--- src/rtl/digi_pkg.sv ---
// Shared constants for the digi_scan 7-segment display controller:
// register addresses, CTRL field positions and the all-off bus value.
package digi_pkg;

  localparam logic DIGI_ADDR_VALUE = 1'b0;
  localparam logic DIGI_ADDR_CTRL  = 1'b1;

  localparam int DIGI_VALUE_W    = 16;
  localparam int DIGI_CTRL_W     = 9;
  localparam int DIGI_CTRL_EN_LSB = 0;
  localparam int DIGI_CTRL_DP_LSB = 4;
  localparam int DIGI_CTRL_LZS    = 8;

  localparam logic [11:0] DIGI_OFF = 12'hFFF;

endpackage

--- src/rtl/digi_hex_decoder.sv ---
// Nibble to 7-segment pattern (gfedcba, active-high) for hex digits 0..F.
module digi_hex_decoder (
  input  logic [3:0] iNibble,
  output logic [6:0] oSeg
);

  always_comb begin
    oSeg = 7'h00;
    unique case (iNibble)
      4'h0: oSeg = 7'h3F;
      4'h1: oSeg = 7'h06;
      4'h2: oSeg = 7'h5B;
      4'h3: oSeg = 7'h4F;
      4'h4: oSeg = 7'h66;
      4'h5: oSeg = 7'h6D;
      4'h6: oSeg = 7'h7D;
      4'h7: oSeg = 7'h07;
      4'h8: oSeg = 7'h7F;
      4'h9: oSeg = 7'h6F;
      4'hA: oSeg = 7'h77;
      4'hB: oSeg = 7'h7C;
      4'hC: oSeg = 7'h39;
      4'hD: oSeg = 7'h5E;
      4'hE: oSeg = 7'h79;
      4'hF: oSeg = 7'h71;
      default: oSeg = 7'h00;
    endcase
  end

endmodule

--- src/rtl/digi_scan.sv ---
// Memory-mapped 4-digit 7-segment controller: VALUE/CTRL registers, digit
// time-multiplexing with a blank lead-in per slot, registered display bus.
module digi_scan
  import digi_pkg::*;
#(
  parameter int DIV   = 50000,
  parameter int BLANK = 16
) (
  input  logic        iClk,
  input  logic        iRst_n,
  input  logic        iWrEn,
  input  logic        iAddr,
  input  logic [31:0] iWrData,
  output logic [31:0] oRdData,
  output logic [11:0] oDigi
);

  localparam int CNT_W = $clog2(DIV);

  logic [DIGI_VALUE_W-1:0] value_q, value_d;
  logic [DIGI_CTRL_W-1:0]  ctrl_q, ctrl_d;
  logic [CNT_W-1:0]        slot_q, slot_d;
  logic [1:0]              digit_q, digit_d;
  logic [11:0]             digi_q, digi_d;

  logic       slot_last;
  logic       blank;
  logic       enabled;
  logic       suppressed;
  logic [3:0] nibble;
  logic [6:0] seg;
  logic       unused_wr;

  assign unused_wr = ^iWrData[31:DIGI_VALUE_W];

  digi_hex_decoder u_hex (
    .iNibble (nibble),
    .oSeg    (seg)
  );

  assign oRdData = (iAddr == DIGI_ADDR_CTRL) ? {{(32-DIGI_CTRL_W){1'b0}}, ctrl_q}
                                             : {{(32-DIGI_VALUE_W){1'b0}}, value_q};
  assign oDigi   = digi_q;

  always_comb begin
    value_d   = value_q;
    ctrl_d    = ctrl_q;
    slot_d    = slot_q;
    digit_d   = digit_q;
    digi_d    = DIGI_OFF;

    if (iWrEn) begin
      if (iAddr == DIGI_ADDR_CTRL) ctrl_d  = iWrData[DIGI_CTRL_W-1:0];
      else                         value_d = iWrData[DIGI_VALUE_W-1:0];
    end

    slot_last = (slot_q == CNT_W'(DIV - 1));
    if (slot_last) begin
      slot_d  = '0;
      digit_d = digit_q + 2'd1;
    end else begin
      slot_d  = slot_q + CNT_W'(1);
    end

    nibble  = value_q[digit_q*4 +: 4];
    blank   = (slot_q < CNT_W'(BLANK));
    enabled = ctrl_q[DIGI_CTRL_EN_LSB + digit_q];

    // A digit is a leading zero only if it and every more significant nibble are zero.
    suppressed = 1'b0;
    if (ctrl_q[DIGI_CTRL_LZS]) begin
      unique case (digit_q)
        2'd1:    suppressed = (value_q[15:4]  == '0);
        2'd2:    suppressed = (value_q[15:8]  == '0);
        2'd3:    suppressed = (value_q[15:12] == '0);
        default: suppressed = 1'b0;
      endcase
    end

    if (!blank && enabled && !suppressed) begin
      digi_d = {~(4'b0001 << digit_q), ~ctrl_q[DIGI_CTRL_DP_LSB + digit_q], ~seg};
    end
  end

  always_ff @(posedge iClk) begin
    if (!iRst_n) begin
      value_q <= '0;
      ctrl_q  <= '0;
      slot_q  <= '0;
      digit_q <= '0;
      digi_q  <= DIGI_OFF;
    end else begin
      value_q <= value_d;
      ctrl_q  <= ctrl_d;
      slot_q  <= slot_d;
      digit_q <= digit_d;
      digi_q  <= digi_d;
    end
  end

endmodule

--- config.mk ---
export PLATFORM = sky130hd
export DESIGN_NAME = digi_scan
export DESIGN_NICKNAME = d
export VERILOG_FILES = /design/src/rtl/digi_pkg.sv /design/src/rtl/digi_hex_decoder.sv /design/src/rtl/digi_scan.sv
export SDC_FILE = /design/constraint.sdc
export NUM_CORES = 1
export LEC_CHECK = 0
export ABC_AREA = 1
export CAP_MARGIN = 10
export CORE_UTILIZATION = 48
export DETAILED_ROUTE_END_ITERATION = 12
export PLACE_DENSITY = 0.8
export RECOVER_POWER = 25
export SLEW_MARGIN = 20
export SYNTH_ARGS = -nofsm -noshare
export SYNTH_HDL_FRONTEND = slang
export SYNTH_SLANG_ARGS = --single-unit
--- constraint.sdc ---
create_clock -name iClk -period 2.1 [get_ports iClk]
set_input_delay 0.21 -clock iClk [delete_from_list [all_inputs] [get_ports iClk]]
set_output_delay 0.21 -clock iClk [all_outputs]
set_load 0.02 [all_outputs]
==> out/metrics.csv, run 1 <==
metric,value,unit
drt-total-wl,6337,microns
async_flop_share,0,%
dpl.hpwl,4729,microns
required,1.89,ns
ctsResizeCount,0,
p_leak,1.453,nW
ctsRootBufferMaster,clkbuf_8,
clkTransAtPathRegs,0.09,ns
critPathBufInv,4,
rsz0062_at_grt,no,
place_congestion,0.8620,
path_class,in2out,
yosys.area.top_type,dfxtp_1,
post-route-cell-area,3460,sq um
cts_hold_buf,0,
regArea,1101,sq um
gr-total-overflow,0,
clock_latency,0.31,ns
hold_violations,0,
postCtsSetupRepairBufs,0,
ir_drop,0.3492,mV
outcome,"complete, no violations",
wl_per_cell,11.48,microns
fmax,0.4992,GHz
drt_iter0_markers,184,
rr_worst_depth,10,
finalWorstSetupSlack,0.09694,ns
tns,0,ns
synth_most_common_cell,nand2_1,
synth_compound_area_share,11.15,%
num_io_pins,80,
finalSetupViolations,0,
reg2reg_slack,0.28,ns
ys_ff_latch,55,
critical-path-slowest-cell,clkdlybuf4s50_1,
crit_top_cell,clkdlybuf4s50_1,
clk_path_buf_depth,2,
whs_endpoint,slot_q[0],
rr_endpoint,oDigi[3],
min_period,2.003,ns
post_dp_cell_area,3385,sq um
multi_input_area,1489,sq um
cts_buffers,5,
fill_cells,546,
core_region_area,5675,sq um
dieArea,6368,sq um
initial_core_util,51.19,%
avgSynthCellArea,6.725,sq um
hold_class,reg2reg,
synthCells,432,
ys.flop_type,dfxtp_1,
grt_usage,20.63,%
min_from,slot_q[0],
num_antenna_cells,0,
htree_levels,2,
synth_top_family_by_area,simple AND/OR/NAND/NOR gates,
routed_via_density,5.009,
crit_chain,clkdlybuf4s50_1 -> buf_12 -> inv_1 -> o21ai_0 -> clkdlybuf4s50_1,
cp_max_fo,21,
grt_max_degree,30,
timing.rr.start,digit_q[0],
drt_first_pass_iters,7,
die_h,79.80,microns
hold_depth,1,
critPathArrivalTime,1.79,ns
worstSetupStartpointType,primary input,
vias,2765,
final.setup_skew,0.01108,ns
finalPower,1.993,mW
hold_slack,0.4514,ns
synth.area.mux_share,0,%
ant_nets,0,
cts_sinks,55,
synth_area,2905,sq um
p_per_area,575.9,nW/um^2
synth_edf_count,0,
yosys.area_share.simple,31.44,%
slew_viol_final,0,
numPortBuffers,47,
antenna_found_initial,0,
grt_pass1_vias,2447,
grt_pass1_wl,10480,microns
yosys-top-cells-count,"nand2_1, nor2_1, dfxtp_1",
cp_top_family,buffers and inverters,
synthToLayoutAreaGrowth,19.08,%
worstSetupEndpointType,primary output,
synth_xor_area_share,2.110,%
yosys_warnings,0,
synthTopCellsByArea,"dfxtp_1, nand2_1, nor2_1, o21ai_0, inv_1",
crit_path_max_incr_delay,0.63,ns
fin_nets,526,
synth.distinct_cells,24,
finalCritPeriodShare,95.38,%
synth-adder-area-share,4.737,%
synth_top_area_share,37.90,%
dp_slack,0.1028,ns
route.detailed.drc,0,
dieWidth,79.80,microns
cts_tree,done,
yosysSeqAreaShare,37.90,%
cap_violations,0,
rows,27,
drive_gt1_share,3.958,%
cell type report:
type                       instances  area share [%]
tap                               72           2.604
sequential                        55           31.83
clock inverter                     2          0.3617
multi-input combinational        321           43.04
timing repair buffer              55           15.62
clock buffer                       6           2.098
inverter                          41           4.448
metal layers:
metal / vias to the layer above / track usage [%] / share of wire (%)
met2: 102 / 33.42 / 46
met5: - / 0 / 0
met1: 1224 / 26.47 / 47
met4: 0 / 9.107 / 1.6
li1: 1429 / - / -
met3: 10 / 4.000 / 5.7
stage by stage:
step / cells / util [%]
detailed placement: 544 / 59.63
global placement: 544 / 59.63
floorplan: 447 / -
global route: 552 / 60.96
CTS: 552 / 61.13
finish: 552 / 60.96
kinds of logic (layout without fill, tap and decap cells):
group                    count (synthesis)  count (layout)
other                                    1              16
flip-flops                              55              55
AND/OR/NAND/NOR                        223             223
XOR/XNOR                                 7               7
buffers and inverters                   71             104
AO/OA/AOI/OAI                           64              64
adder cells (fa/ha/maj)                 11              11
how the worst max path moves through the flow:
stage / slack [ns] / start / depth (start not counted) / to
6_report: 0.1 / iAddr / 5 / oRdData[4]
3_5_place_dp: 0.10 / iAddr / 5 / oRdData[4]
3_3_place_gp: 0.12 / iAddr / 5 / oRdData[5]
5_1_grt: 0.06 / iAddr / 5 / oRdData[5]
2_1_floorplan: 0.46 / digit_q[0] / 11 / oDigi[5]
4_1_cts: 0.10 / iAddr / 5 / oRdData[4]
registers in the layout, indices dropped and copies added (netlist names):
| register | flops |
|---|---|
| slot_q | 16 |
| value_q | 16 |
| oDigi | 12 |
| ctrl_q | 9 |
| digit_q | 2 |
where the power goes:
part / total, mW / leakage [nW] / switching [mW] / internal, mW
clock: 0.571 / 0.0412 / 0.337 / 0.234
sequential: 1.10 / 0.449 / 0.0251 / 1.08
combinational: 0.317 / 0.963 / 0.190 / 0.127
total: 1.99 / 1.45 / 0.552 / 1.44
layout by cell type (no fill, tap or decap), types with 2 or more instances in the layout:
cell type          n
nand2_1          119
nor2_1            57
dfxtp_1           55
clkdlybuf4s50_1   47
inv_1             40
o21ai_0           36
nand3_1           28
a21oi_1           26
conb_1            16
nor3_1            11
ha_1              11
xor2_1             7
nand4_1            6
buf_4              6
clkbuf_8           5
nand2_2            2
No activity file was read; power rests on OpenSTA's default activity.
==> run 2: changes to the inputs <==
--- a/config.mk
+++ b/config.mk
@@ -5,7 +5,7 @@
 export SDC_FILE = /design/constraint.sdc
 export NUM_CORES = 1
 export LEC_CHECK = 0
-export ABC_AREA = 1
+export ABC_AREA = 0
 export CAP_MARGIN = 10
 export CORE_UTILIZATION = 48
 export DETAILED_ROUTE_END_ITERATION = 12
==> out/metrics.csv, run 2 <==
metric,value,unit,change
outcome,"complete, no violations",,unchanged
place_congestion,0.7911,,was 0.8620
antenna_found_initial,0,,unchanged
route.detailed.drc,0,,unchanged
rows,27,,unchanged
finalWorstSetupSlack,0.07777,ns,was 0.09694 ns
hold_class,in2reg,,was reg2reg
num_io_pins,80,,unchanged
rr_endpoint,digit_q[1],,was oDigi[3]
reg2reg_slack,0.10,ns,was 0.28 ns
ys_ff_latch,55,,unchanged
crit_path_max_incr_delay,0.53,ns,was 0.63 ns
dpl.cell_count,439,,was 544
gr-total-overflow,0,,unchanged
finalSetupViolations,0,,unchanged
clkTransAtPathRegs,0.10,ns,was 0.09 ns
grt_pass1_vias,2318,,"was 2,447"
critPathBufInv,3,,was 4
drt-total-wl,6346,microns,was 6337 microns
synthTopCellsByArea,"dfxtp_1, nand2_1, a21oi_1, mux4_2, ha_1",,"was dfxtp_1, nand2_1, nor2_1, o21ai_0, inv_1"
num_antenna_cells,0,,unchanged
yosys.area.top_type,dfxtp_1,,unchanged
clock_latency,0.31,ns,about the same
min_from,iWrData[12],,was slot_q[0]
numPortBuffers,47,,unchanged
yosysSeqAreaShare,38.82,%,was 37.90%
finalPower,1.945,mW,was 1.993 mW
cts_tree,done,,unchanged
crit_chain,clkdlybuf4s50_1 -> buf_12 -> mux2_2 -> clkdlybuf4s50_1,,was clkdlybuf4s50_1 -> buf_12 -> inv_1 -> o21ai_0 -> clkdlybuf4s50_1
timing.rr.start,slot_q[10],,was digit_q[0]
yosys-top-cells-count,"dfxtp_1, nand2_1, a21oi_1",,"was nand2_1, nor2_1, dfxtp_1"
final.setup_skew,0.01121,ns,was 0.01108 ns
hold_slack,0.4359,ns,was 0.4514 ns
ctsRootBufferMaster,clkbuf_8,,unchanged
worstSetupStartpointType,primary input,,unchanged
mostFrequentLayoutCells,"dfxtp_1, nand2_1, clkdlybuf4s50_1, a21oi_1, nand3_1",,"was nand2_1, nor2_1, dfxtp_1, clkdlybuf4s50_1, inv_1"
slew_viol_final,0,,unchanged
required,1.89,ns,about the same
synthToLayoutAreaGrowth,22.54,%,was 19.08%
dpl.hpwl,4673,microns,was 4729 microns
ir_drop,0.3142,mV,was 0.3492 mV
postCtsSetupRepairBufs,0,,unchanged
drt_first_pass_iters,4,,was 7
synth.distinct_cells,41,,was 24
async_flop_share,0,%,unchanged
clk_path_buf_depth,2,,unchanged
hold_depth,3,,was 1
critical-path-slowest-cell,clkdlybuf4s50_1,,unchanged
synthCells,324,,was 432
rsz0062_at_grt,no,,unchanged
p_leak,1.288,nW,was 1.453 nW
ys.flop_type,dfxtp_1,,unchanged
synth_top_area_share,38.82,%,was 37.90%
wl_per_cell,14.20,microns,was 11.48 microns
cts_buffers,5,,unchanged
tns,0,ns,unchanged
finish.utilization,61.98,%,was 60.96%
drive_gt1_share,12.53,%,was 3.958%
die_h,78.87,microns,was 79.80 microns
finalCritPeriodShare,96.30,%,was 95.38%
cp_max_fo,28,,was 21
dieWidth,78.87,microns,was 79.80 microns
core_region_area,5608,sq um,was 5675 sq um
grt_pass1_wl,10710,microns,"was 10,480 microns"
avgSynthCellArea,8.755,sq um,was 6.725 sq um
dp_slack,0.03465,ns,was 0.1028 ns
cp_top_family,buffers and inverters,,unchanged
fmax,0.4945,GHz,was 0.4992 GHz
slew-limit-headroom,14.63,%,
routed_via_density,5.378,,was 5.009
critPathArrivalTime,1.81,ns,was 1.79 ns
cap_violations,0,,unchanged
initial_core_util,50.58,%,was 51.19%
drt_iter0_markers,108,,was 184
hold_violations,0,,unchanged
final_common_cell,dfxtp_1,,was nand2_1
fin_nets,421,,was 526
whs_endpoint,value_q[12],,was slot_q[0]
htree_levels,2,,unchanged
post-route-cell-area,3476,sq um,was 3460 sq um
min_period,2.022,ns,was 2.003 ns
synth_area,2836,sq um,was 2905 sq um
stdcell_count,447,,was 552
worstSetupStartpoint,iAddr,,unchanged
rr_worst_depth,4,,was 10
path_class,in2out,,unchanged
worstSetupEndpointType,primary output,,unchanged
dieArea,6220,sq um,was 6368 sq um
grt_max_degree,29,,was 30
yosys_warnings,0,,unchanged
post_dp_cell_area,3388,sq um,was 3385 sq um
p_per_area,559.7,nW/um^2,was 575.9 nW/um^2
cts_sinks,55,,unchanged
tightestPinTransition,1.281,ns,
synth_most_common_cell,dfxtp_1,,was nand2_1
vias,2404,,"was 2,765"
crit_top_cell,clkdlybuf4s50_1,,unchanged
synth_edf_count,0,,unchanged
grt_usage,21.97,%,was 20.63%
ant_nets,0,,unchanged
[run 2: cell types whose count changed after synthesis, sizes merged, moves of 10 or more]
cell	delta
inv	-30
mux2	+11
nand2	-71
nor2	-43
nor2b	+10
o21ai	-32
[run 2: area by class of cell]
type                       instances  area (sq um)
fill                             502          2132
multi-input combinational        240          1555
sequential                        55          1104
timing repair buffer              61         596.8
tap                               72         90.09
clock buffer                       5         68.82
inverter                          11         41.29
clock inverter                     3         20.02
[run 2: power breakdown]
part / switching, mW / leakage, nW / internal, mW
clock: 0.340 / 0.0402 / 0.233
combinational: 0.144 / 0.799 / 0.130
sequential: 0.0283 / 0.448 / 1.07
total: 0.513 / 1.29 / 1.43
[run 2: how the worst max path moves through the flow]
stage | depth (start not counted) | slack, ns | endpoint
final | 4 | 0.08 | oRdData[7]
after global routing | 5 | 0.03 | oDigi[3]
after CTS | 4 | 0.02 | oDigi[0]
after detailed placement | 4 | 0.03 | oDigi[0]
after global placement | 5 | 0.06 | oDigi[3]
after floorplan | 6 | 0.13 | oDigi[3]
[run 2: worst reg2reg max path: cells and delay by family (launching register included)]
kind / cells / cell delay (ns)
compound gates: 2 / 0.35
flops: 1 / 0.35
simple gates: 2 / 1.14
[run 2: timing repair]
item / in CTS / in global routing
hold buffers: 0 / 0
endpoints found under the hold margin: 0 / 0
endpoints found under the setup margin: 0 / 12
resized for setup: 0 / 2
[run 2: metal layers]
layer  part of all wire (%)  global-route usage [%]  up-vias
li1                       -                       -     1192
met1                     46                   28.56     1131
met2                     48                   36.61       73
met3                    4.3                   3.678        8
met4                    1.3                   8.000        0
met5                      0                       0        -
[run 2: kinds of logic (layout without fill, tap and decap cells)]
kind of cell	Yosys count	in the layout	synth area share [%]
simple gates	132	132	22.98
xor+xnor	15	15	4.632
buf+inv	44	80	8.337
other cells	1	16	0.1322
mux	22	22	11.34
fa+ha+maj	11	11	4.852
flops	55	55	38.82
compound gates	44	44	8.911
==> run 3: changes to the inputs <==
--- a/config.mk
+++ b/config.mk
@@ -11,6 +11,7 @@
 export DETAILED_ROUTE_END_ITERATION = 12
 export PLACE_DENSITY = 0.8
 export RECOVER_POWER = 25
+export SKIP_CTS_REPAIR_TIMING = 1
 export SLEW_MARGIN = 20
 export SYNTH_ARGS = -nofsm -noshare
 export SYNTH_HDL_FRONTEND = slang
==> results of run 3 <==
The final DEF is identical to that of run 2; final timing and power are the same.
